**src/rtl/jpeg_qsched_pkg.sv**
```systemverilog
// Shared types for the JPEG quantizer scheduler.
// Component codes, Q-table selects and round-robin successor.
package jpeg_qsched_pkg;

  typedef enum logic [1:0] {
    COMP_Y  = 2'd0,
    COMP_CB = 2'd1,
    COMP_CR = 2'd2
  } comp_e;

  localparam logic QTAB_LUMA   = 1'b0;
  localparam logic QTAB_CHROMA = 1'b1;

  function automatic comp_e next_comp(input comp_e c);
    comp_e n;
    unique case (c)
      COMP_Y:  n = COMP_CB;
      COMP_CB: n = COMP_CR;
      default: n = COMP_Y;
    endcase
    return n;
  endfunction

endpackage

```
**src/rtl/qsched_tag_ring.sv**
```systemverilog
// Issue-order tag ring: comp code per result slot, issue/done/read
// pointers (one extra wrap bit) and the free-slot credit counter.
module qsched_tag_ring
  import jpeg_qsched_pkg::*;
#(
  parameter int DEPTH = 4
) (
  input  logic                     clk,
  input  logic                     rst,
  input  logic                     i_issue,
  input  comp_e                    i_comp,
  input  logic                     i_done,
  input  logic                     i_out_ready,
  output logic                     o_credit_ok,
  output logic                     o_inflight,
  output logic [$clog2(DEPTH)-1:0] o_cap_idx,
  output logic                     o_out_valid,
  output comp_e                    o_out_comp,
  output logic [$clog2(DEPTH)-1:0] o_out_idx
);

  localparam int AW = $clog2(DEPTH);
  localparam int CW = $clog2(DEPTH + 1);
  localparam logic [AW:0] PONE = 1;
  localparam logic [CW-1:0] CONE = 1;

  logic [AW:0]   r_wptr;
  logic [AW:0]   r_dptr;
  logic [AW:0]   r_rptr;
  logic [CW-1:0] r_credits;
  comp_e         r_tag [DEPTH];
  logic          w_consume;

  assign o_credit_ok = (r_credits != '0);
  assign o_inflight  = (r_dptr != r_wptr);
  assign o_out_valid = (r_rptr != r_dptr);
  assign w_consume   = o_out_valid & i_out_ready;
  assign o_cap_idx   = r_dptr[AW-1:0];
  assign o_out_idx   = r_rptr[AW-1:0];
  assign o_out_comp  = r_tag[r_rptr[AW-1:0]];

  always_ff @(posedge clk or posedge rst) begin
    if (rst) begin
      r_wptr    <= '0;
      r_dptr    <= '0;
      r_rptr    <= '0;
      r_credits <= CW'(DEPTH);
      for (int i = 0; i < DEPTH; i++) r_tag[i] <= COMP_Y;
    end else begin
      if (i_issue) begin
        r_tag[r_wptr[AW-1:0]] <= i_comp;
        r_wptr <= r_wptr + PONE;
      end
      if (i_done) r_dptr <= r_dptr + PONE;
      if (w_consume) r_rptr <= r_rptr + PONE;
      if (i_issue && !w_consume) r_credits <= r_credits - CONE;
      else if (!i_issue && w_consume) r_credits <= r_credits + CONE;
    end
  end

endmodule

```
**src/rtl/jpeg_quant_scheduler.sv**
```systemverilog
// Weighted round-robin scheduler sharing one quantizer among Y/Cb/Cr.
// Optional: JPEG_QSCHED_ERR_CHECK_EN flags stray quantizer result strobes.
module jpeg_quant_scheduler
  import jpeg_qsched_pkg::*;
#(
  parameter int RESULT_DEPTH = 4,
  parameter int Y_WEIGHT     = 2
) (
  input  logic                            clk,
  input  logic                            rst,
  input  logic [2:0]                      req_valid,
  output logic [2:0]                      req_ready,
  output logic                            q_enable,
  output logic [1:0]                      q_src_sel,
  output logic                            q_table_sel,
  input  logic                            q_out_enable,
  output logic [$clog2(RESULT_DEPTH)-1:0] cap_idx,
  output logic                            out_valid,
  input  logic                            out_ready,
  output logic [1:0]                      out_comp,
  output logic [$clog2(RESULT_DEPTH)-1:0] out_idx,
  output logic                            err_unexpected
);

  localparam int WW = $clog2(Y_WEIGHT + 1);
  localparam logic [WW-1:0] WONE = 1;

  comp_e         r_prio;
  comp_e         w_prio_nxt;
  logic [WW-1:0] r_wcnt;
  logic [WW-1:0] w_wcnt_nxt;
  comp_e         w_sel;
  comp_e         w_out_comp;
  logic          w_credit_ok;
  logic          w_inflight;
  logic          w_issue;
  logic          w_done;

  // Grants are held off while rst is high so outputs read idle.
  assign w_issue = (|req_valid) & w_credit_ok & ~rst;
  assign w_done  = q_out_enable & w_inflight;

  always_comb begin
    w_sel = COMP_Y;
    unique case (r_prio)
      COMP_CB: begin
        if (req_valid[1])      w_sel = COMP_CB;
        else if (req_valid[2]) w_sel = COMP_CR;
        else                   w_sel = COMP_Y;
      end
      COMP_CR: begin
        if (req_valid[2])      w_sel = COMP_CR;
        else if (req_valid[0]) w_sel = COMP_Y;
        else                   w_sel = COMP_CB;
      end
      default: begin
        if (req_valid[0])      w_sel = COMP_Y;
        else if (req_valid[1]) w_sel = COMP_CB;
        else                   w_sel = COMP_CR;
      end
    endcase
  end

  assign req_ready   = w_issue ? (3'b001 << w_sel) : 3'b000;
  assign q_enable    = w_issue;
  assign q_src_sel   = w_issue ? w_sel : COMP_Y;
  assign q_table_sel = (w_issue && w_sel != COMP_Y) ? QTAB_CHROMA
                                                    : QTAB_LUMA;

  always_comb begin
    w_prio_nxt = r_prio;
    w_wcnt_nxt = r_wcnt;
    if (w_issue) begin
      if (w_sel != COMP_Y) begin
        w_prio_nxt = next_comp(w_sel);
        w_wcnt_nxt = '0;
      end else if (r_wcnt >= WW'(Y_WEIGHT - 1)
                   && (req_valid[1] || req_valid[2])) begin
        w_prio_nxt = COMP_CB;
        w_wcnt_nxt = '0;
      end else begin
        w_prio_nxt = COMP_Y;
        if (r_wcnt < WW'(Y_WEIGHT)) w_wcnt_nxt = r_wcnt + WONE;
      end
    end
  end

  always_ff @(posedge clk or posedge rst) begin
    if (rst) begin
      r_prio <= COMP_Y;
      r_wcnt <= '0;
    end else begin
      r_prio <= w_prio_nxt;
      r_wcnt <= w_wcnt_nxt;
    end
  end

  qsched_tag_ring #(
    .DEPTH(RESULT_DEPTH)
  ) u_ring (
    .clk         (clk),
    .rst         (rst),
    .i_issue     (w_issue),
    .i_comp      (w_sel),
    .i_done      (w_done),
    .i_out_ready (out_ready),
    .o_credit_ok (w_credit_ok),
    .o_inflight  (w_inflight),
    .o_cap_idx   (cap_idx),
    .o_out_valid (out_valid),
    .o_out_comp  (w_out_comp),
    .o_out_idx   (out_idx)
  );

  assign out_comp = w_out_comp;

`ifdef JPEG_QSCHED_ERR_CHECK_EN
  logic r_err;

  always_ff @(posedge clk or posedge rst) begin
    if (rst)                             r_err <= 1'b0;
    else if (q_out_enable && !w_inflight) r_err <= 1'b1;
  end

  assign err_unexpected = r_err;
`else
  assign err_unexpected = 1'b0;
`endif

endmodule
```
**config.mk**
```make
export PLATFORM = sky130hd
export DESIGN_NAME = jpeg_quant_scheduler
export DESIGN_NICKNAME = d
export VERILOG_FILES = /design/src/rtl/jpeg_qsched_pkg.sv /design/src/rtl/qsched_tag_ring.sv /design/src/rtl/jpeg_quant_scheduler.sv
export SDC_FILE = /design/constraint.sdc
export NUM_CORES = 1
export LEC_CHECK = 0
export BUFFER_PORTS_ARGS = -buffer_cell sky130_fd_sc_hd__clkbuf_2
export CAP_MARGIN = 10
export CORE_MARGIN = 2
export CORE_UTILIZATION = 56
export CTS_CLUSTER_SIZE = 40
export DETAILED_ROUTE_END_ITERATION = 10
export PLACE_DENSITY_LB_ADDON = 0.08
export SLEW_MARGIN = 20
export SYNTH_ARGS = -nofsm -noshare
export SYNTH_HDL_FRONTEND = slang
export SYNTH_HIERARCHICAL = 1
export SYNTH_SLANG_ARGS = --single-unit
```
**constraint.sdc**
```tcl
create_clock -name clk -period 2.4 [get_ports clk]
set_input_delay 0.24 -clock clk [delete_from_list [all_inputs] [get_ports clk]]
set_output_delay 0.24 -clock clk [all_outputs]
set_load 0.02 [all_outputs]
```
==> results.rst, run 1 <==
.. list-table::
   :header-rows: 1

   * - Metric
     - Value
   * - GRT overflow
     - 0
   * - Die area
     - 3111 um2
   * - Port Buf Inserts
     - 20
   * - Area fraction in compound gates after synthesis
     - 12.75%
   * - Post-Synthesis Cell Area
     - 1501 um2
   * - Sequential share of power
     - 33.5%
   * - Combinational cell fraction of total power
     - 57.6%
   * - Pins over their slew limit
     - 0
   * - Master cell of the clock root buffer
     - sky130_fd_sc_hd__clkbuf_4
   * - Arrival time at the worst endpoint
     - 2030 ps
   * - Via density
     - 5.536
   * - Largest vdd supply drop
     - 891.1 uV
   * - Simple logic cell fraction of the synthesized area
     - 12.58%
   * - Area added between synthesis and finish
     - 13.42%
   * - Post-detailed-route DRC marker count
     - 0
   * - Synth Instances
     - 138
   * - Ports placed on the boundary
     - 22
   * - Number of nets in the layout
     - 181
   * - Width of the die
     - 55.78 um
   * - Kind of path behind the tightest hold check
     - input port to register
   * - Number of antenna violations at the first check in global routing
     - 0
   * - Count of endpoints failing hold in the final timing report
     - 0
   * - Via count
     - 1063
   * - Unrepaired setup endpoints after global routing
     - no
   * - Primary FF master, synth
     - sky130_fd_sc_hd__dfrtp_1
   * - Proportion of power drawn by the clock network
     - 8.9%
   * - Routed wire length
     - 2.737 mm
   * - Number of enable flip-flop cells after synthesis
     - 0
   * - Mapped Nets
     - 156
   * - Kind of critical path
     - register to output port
   * - Clock-pin slew reported for the worst setup and hold paths after clock tree synthesis
     - 130 ps
   * - DRT iter0 DRCs
     - 30
   * - P_leak
     - 0.8256 nW
   * - Number of synthesized register bits
     - 24
   * - CP startpoint
     - r_prio[0]
   * - Filler cells
     - 197
   * - Multi-input gate area in the final layout
     - 827.0 um2
   * - Final critical-path setup slack
     - 130.9 ps
   * - Worst R2R Start
     - u_ring/r_rptr[1]
   * - Fraction of synthesized cell area in xor and xnor cells
     - 8.667%
   * - All-layer global routing usage
     - 18.85%
   * - Seq/Total Area, Yosys
     - 40.08%
   * - Synth warn
     - 6
   * - Via count of the first global-routing pass
     - 1019
   * - Share of synthesized cell area in full adder, half adder and majority cells
     - 9.667%
   * - Max Fanout on Critical Path
     - 6
   * - Distinct cell type count after synthesis
     - 42
   * - Maximum buffer depth of the clock tree
     - 2
   * - Final critical path time including I/O delays and setup
     - 2269 ps
   * - Share of total power consumed by net switching
     - 44.31%
   * - Largest net degree at the start of global routing
     - 21
   * - Clock latency of the later-clocked register in the worst-skew pair
     - 310 ps
   * - Core box area
     - 2500 um2
   * - Sequential cell area
     - 601.8 um2
   * - Internal power
     - 1.313 mW
   * - Kind of launch point of the worst setup path
     - register
   * - Asr flop ratio synth
     - 100.0%
   * - Wire length of the first global-routing pass
     - 4.685 mm
   * - Dominant combinational cell family by area after synthesis
     - compound AO/OA/AOI/OAI gates
   * - Starting density of the core
     - 60.06%
   * - Mean instance size in the synthesized netlist
     - 10.88 um2
   * - Num CTS Buffers
     - 3
   * - Number of setup violations in the final report
     - 0
   * - Fraction of final layout cells sized beyond drive strength 1
     - 31.48%
   * - Routability Congestion
     - 0.8360
   * - Post-route antenna net violation count
     - 0
   * - Worst clock skew
     - 2.354 ps
   * - Relative slew slack
     - 48.53%
   * - Setup TNS
     - 0 ps
   * - Status
     - complete, no violations
   * - Detailed Place HPWL
     - 2.106 mm
   * - Tightest Pin Transition
     - 771.2 ps
   * - Htree depth
     - 1
   * - Achievable Freq
     - 0.4407 GHz
   * - Ant diodes
     - 0
   * - TritonCTS sink count
     - 24
   * - R2R Setup Slk
     - 190 ps
   * - Critical path endpoint category
     - output port
   * - TritonCTS clock tree
     - built
   * - Routed wire per std cell
     - 14.26 um
   * - Maximum capacitance violations
     - 0
   * - Worst endpoint required time
     - 2160 ps
   * - Worst slack after detailed placement
     - 230.2 ps
   * - P per Cell Area
     - 1385 nW/um2
   * - Die outline height
     - 55.78 um
   * - Net Switching
     - 1.045 mW
   * - Router iterations before antenna repair
     - 4
   * - # rows
     - 18
   * - Tcrit/Tclk final
     - 94.55%
   * - Hold wc startpoint
     - out_ready
   * - Mux share of post-synthesis cell area
     - 9.500%
## logic make-up after synthesis
family	count (synthesis)
simple gates	37
flops	24
buf+inv	21
compound gates	20
xor+xnor	14
fa+ha+maj	11
mux	10
other cells	1
## registers in the layout, indices dropped and copies added (netlist names)
name              cells
u_ring/r_dptr         3
u_ring/r_credits      3
r_wcnt                2
u_ring/r_tag          8
u_ring/r_wptr         3
r_prio                2
u_ring/r_rptr         3
## cell usage after synthesis, drive strengths merged (2+ instances only)
master | instances | area share (%)
a21oi | 2 | 0.67
nand2 | 13 | 3.4
or3 | 3 | 1.3
mux4 | 2 | 3.5
nor3 | 3 | 1.0
buf | 5 | 2.5
nand3 | 3 | 1.0
o22ai | 2 | 1.7
xnor2 | 7 | 4.1
mux2 | 8 | 6.0
and2 | 2 | 0.83
inv | 16 | 4.0
nor2 | 6 | 1.7
ha | 10 | 8.3
dfrtp | 23 | 38
o31ai | 2 | 1.3
o21ai | 4 | 1.6
nand2b | 3 | 1.3
xor2 | 7 | 4.6
## worst max-delay path, cell delays in order (launching register included)
cell                       delay, ps
sky130_fd_sc_hd__dfrtp_1         410
sky130_fd_sc_hd__inv_2            90
sky130_fd_sc_hd__ha_4            210
sky130_fd_sc_hd__or4b_4          530
sky130_fd_sc_hd__o211ai_4        130
sky130_fd_sc_hd__nand2_2         100
sky130_fd_sc_hd__nor2_2           80
sky130_fd_sc_hd__buf_2           160
## through the flow
| stage | std cells | power [mW] | hold WS [ps] | cell area (um2) | utilization [%] |
|---|---|---|---|---|---|
| floorplan | 138 | 1.801 | 35.61 | 1501 | - |
| global placement | 186 | 2.040 | 166.8 | 1624 | 64.96 |
| detailed placement | 186 | 2.107 | 169.6 | 1624 | 64.96 |
| CTS | 191 | 2.335 | 264.3 | 1683 | 67.32 |
| global route | 192 | 2.555 | 286.6 | 1703 | 68.12 |
| finish | 192 | 2.358 | 281.7 | 1703 | 68.12 |
## cell usage in the layout, fill, tap and decap left out, types with 2 or more instances in the layout
| cell | instances |
|---|---|
| sky130_fd_sc_hd__and2_1 | 2 |
| sky130_fd_sc_hd__clkbuf_2 | 19 |
| sky130_fd_sc_hd__inv_2 | 2 |
| sky130_fd_sc_hd__nand3_1 | 3 |
| sky130_fd_sc_hd__clkbuf_4 | 3 |
| sky130_fd_sc_hd__a21oi_1 | 2 |
| sky130_fd_sc_hd__nor3_1 | 3 |
| sky130_fd_sc_hd__inv_1 | 14 |
| sky130_fd_sc_hd__dfrtp_1 | 23 |
| sky130_fd_sc_hd__o22ai_2 | 2 |
| sky130_fd_sc_hd__nor2_1 | 5 |
| sky130_fd_sc_hd__nand2b_1 | 3 |
| sky130_fd_sc_hd__or3_1 | 3 |
| sky130_fd_sc_hd__mux4_1 | 2 |
| sky130_fd_sc_hd__o21ai_0 | 3 |
| sky130_fd_sc_hd__nand2_1 | 12 |
| sky130_fd_sc_hd__ha_1 | 9 |
| sky130_fd_sc_hd__mux2_2 | 8 |
| sky130_fd_sc_hd__xor2_1 | 6 |
| sky130_fd_sc_hd__buf_4 | 4 |
| sky130_fd_sc_hd__xnor2_1 | 7 |
## routing by layer
layer	vias up	GRT usage [%]	part of all wire [%]
li1	516	-	-
met1	528	26.67	50
met2	19	30.95	47
met3	0	2.558	3.1
met4	0	4.181	0
met5	-	0	0
## layout make-up
type | count | area share (%)
sequential | 24 | 35.34
inverter | 16 | 3.527
timing repair buffer | 25 | 8.229
clock buffer | 4 | 2.131
multi-input combinational | 93 | 48.57
tap | 30 | 2.204
## what timing repair did
action,CTS,global route
pin swaps,0,2
hold buffers,1,0
endpoints found under the hold margin,4,0
endpoints found under the setup margin,2,3
resized for setup,2,3
setup buffers,0,1
## power groups by stage
stage	combinational [mW]	clock, mW	sequential, mW
after floorplan	1.05	0	0.753
after global placement	1.26	0	0.776
after detailed placement	1.31	0	0.793
after CTS	1.33	0.220	0.783
after global routing	1.51	0.234	0.812
final	1.36	0.211	0.790
## final timing paths
kind                       cells past startpoint                  end
max                                            7         req_ready[1]
min                                            3     u_ring/r_rptr[0]
max reg2reg                                    8  u_ring/r_credits[2]
min reg2reg                                    1  u_ring/r_credits[0]
max in group asynchronous                      3     u_ring/r_wptr[1]
min in group asynchronous                      3            r_wcnt[0]
(Power assumes the default switching activity.)
==> inputs of run 2 (changes only) <==
--- a/config.mk
+++ b/config.mk
@@ -9,9 +9,12 @@
 export CAP_MARGIN = 10
 export CORE_MARGIN = 2
 export CORE_UTILIZATION = 56
+export CTS_BUF_LIST = sky130_fd_sc_hd__clkbuf_8 sky130_fd_sc_hd__clkbuf_16
 export CTS_CLUSTER_SIZE = 40
 export DETAILED_ROUTE_END_ITERATION = 10
 export PLACE_DENSITY_LB_ADDON = 0.08
+export SETUP_SLACK_MARGIN = 0.5
+export SKIP_CTS_REPAIR_TIMING = 1
 export SLEW_MARGIN = 20
 export SYNTH_ARGS = -nofsm -noshare
 export SYNTH_HDL_FRONTEND = slang
==> results.rst, run 2 (synthesized netlist as in run 1, its figures left out) <==
.. list-table::
   :header-rows: 1

   * - Metric
     - Value
   * - Status
     - complete, no violations
   * - Number of antenna violations at the first check in global routing
     - 0
   * - Num CTS Buffers
     - 3
   * - Kind of launch point of the worst setup path
     - register
   * - Worst endpoint required time
     - 2160 ps
   * - Tightest Pin Transition
     - 762.2 ps
   * - Die outline height
     - 55.78 um
   * - Via density
     - 5.429
   * - Maximum single-stage delay on the critical path
     - 530 ps
   * - Routability Congestion
     - 0.7747
   * - Arrival time at the worst endpoint
     - 1930 ps
   * - Post-detailed-route DRC marker count
     - 0
   * - Kind of critical path
     - register to output port
   * - Port Buf Inserts
     - 20
   * - Achievable Freq
     - 0.4608 GHz
   * - Master cell of the clock root buffer
     - sky130_fd_sc_hd__clkbuf_8
   * - Core box area
     - 2500 um2
   * - TritonCTS clock tree
     - built
   * - Maximum capacitance violations
     - 0
   * - Largest net degree at the start of global routing
     - 21
   * - Setup TNS
     - 0 ps
   * - Maximum buffer depth of the clock tree
     - 2
   * - Largest vdd supply drop
     - 995.3 uV
   * - # rows
     - 18
   * - GRT overflow
     - 0
   * - Ant diodes
     - 0
   * - Detailed Place HPWL
     - 2.016 mm
   * - Width of the die
     - 55.78 um
   * - Commonest non-fill, non-tap cells in the layout
     - sky130_fd_sc_hd__buf_4 (27), sky130_fd_sc_hd__dfrtp_1 (19), sky130_fd_sc_hd__clkbuf_2 (15)
   * - Via count of the first global-routing pass
     - 1021
   * - Post-route antenna net violation count
     - 0
   * - Clock-pin slew reported for the worst setup and hold paths after clock tree synthesis
     - 80 ps
   * - Tcrit/Tclk final
     - 90.42%
   * - Routed wire length
     - 3.268 mm
   * - Slowest stage cell, crit path
     - sky130_fd_sc_hd__or4b_4
   * - Wire length of the first global-routing pass
     - 4.519 mm
   * - DRT iter0 DRCs
     - 55
   * - Ports placed on the boundary
     - 22
   * - Pins over their slew limit
     - 0
   * - Core utilization of the finished layout
     - 81.23%
   * - Critical path endpoint category
     - output port
   * - Starting density of the core
     - 60.06%
   * - Die area
     - 3111 um2
   * - Via count
     - 1178
   * - Area added between synthesis and finish
     - 35.25%
   * - All-layer global routing usage
     - 18.57%
   * - Relative slew slack
     - 49.13%
   * - Htree depth
     - 1
   * - Chain of cells forming the critical path
     - inv_2, ha_4, or4b_4, o211ai_4, nand2_2, nor2_2, buf_6
   * - P_leak
     - 0.9717 nW
   * - Final critical path time including I/O delays and setup
     - 2170 ps
   * - Number of setup violations in the final report
     - 0
   * - Count of endpoints failing hold in the final timing report
     - 0
   * - CP startpoint
     - r_prio[0]
   * - Unrepaired setup endpoints after global routing
     - yes
   * - Max Fanout on Critical Path
     - 5
   * - Worst clock skew
     - 3.593 ps
   * - Most frequent standard cell in the layout excluding fill and tap cells
     - sky130_fd_sc_hd__buf_4
   * - Kind of path behind the tightest hold check
     - input port to asynchronous set/reset pin
   * - Number of flip-flops under the largest register name
     - 8
   * - Clock latency of the later-clocked register in the worst-skew pair
     - 260 ps
   * - Most flop-heavy register
     - u_ring/r_tag
   * - TritonCTS sink count
     - 24
   * - Routed wire per std cell
     - 15.06 um
   * - Router iterations before antenna repair
     - 5
   * - Worst R2R Start
     - u_ring/r_dptr[0]
   * - Number of nets in the layout
     - 206
   * - P per Cell Area
     - 1438 nW/um2
   * - Fraction of final layout cells sized beyond drive strength 1
     - 47.06%
## run 2: changes by cell type in the layout (fill, tap and decap cells not counted), sizes merged
cell / change
buf: +28
clkbuf: -4
clkinv: +2
inv: -1
## run 2: per-layer routing
| metal | global-route usage (%) | routed length, um |
|---|---|---|
| met2 | 31.63 | 1665 |
| met4 | 5.226 | 23 |
| met1 | 24.62 | 1488 |
| met3 | 2.791 | 90 |
| met5 | 0 | 0 |
## run 2: cell type report
type / instances / area [um2]
multi-input combinational: 93 / 905.9
sequential: 24 / 606.8
fill: 138 / 469.2
timing repair buffer: 49 / 355.3
inverter: 16 / 65.06
clock buffer: 4 / 55.05
tap: 30 / 37.54
timing repair inverter: 1 / 5.005
## run 2: metrics by stage
| step | hold slack (ps) | setup WS (ps) | instance area, um2 | power [mW] | std cells |
|---|---|---|---|---|---|
| 2_1_floorplan | 35.61 | 408.9 | 1535 | 1.860 | 138 |
| 6_report | 95.93 | 230.0 | 2031 | 2.920 | 217 |
| 5_1_grt | 167.7 | 137.0 | 2031 | 3.122 | 217 |
| 3_3_place_gp | 162.1 | 302.4 | 1643 | 2.091 | 184 |
| 3_5_place_dp | 169.6 | 253.1 | 1643 | 2.137 | 184 |
| 4_1_cts | -118.5 | 26.02 | 1698 | 2.413 | 188 |
## run 2: worst paths after layout
path / slack (ps) / to / cells past startpoint
max: 230 / req_ready[1] / 7
min: 100 / u_ring/r_tag[6] / 2
max reg2reg: 340 / u_ring/r_credits[2] / 8
min reg2reg: 500 / u_ring/r_wptr[2] / 1
max in group asynchronous: 1710 / r_prio[0] / 3
min in group clk: 310 / u_ring/r_rptr[0] / 3
## run 2: worst max-delay path, delay by kind of cell, from the launching register on
kind / cells / cell delay, ps
AOI/OAI and AO/OA: 1 / 120
buffers and inverters: 2 / 200
adders and majority gates: 1 / 210
DFF: 1 / 390
and+or+nand+nor: 3 / 750
## run 2: report_power, final
group | internal (mW) | switching (mW)
Clock | 0.146 | 0.126
Combinational | 0.951 | 0.897
Sequential | 0.611 | 0.189
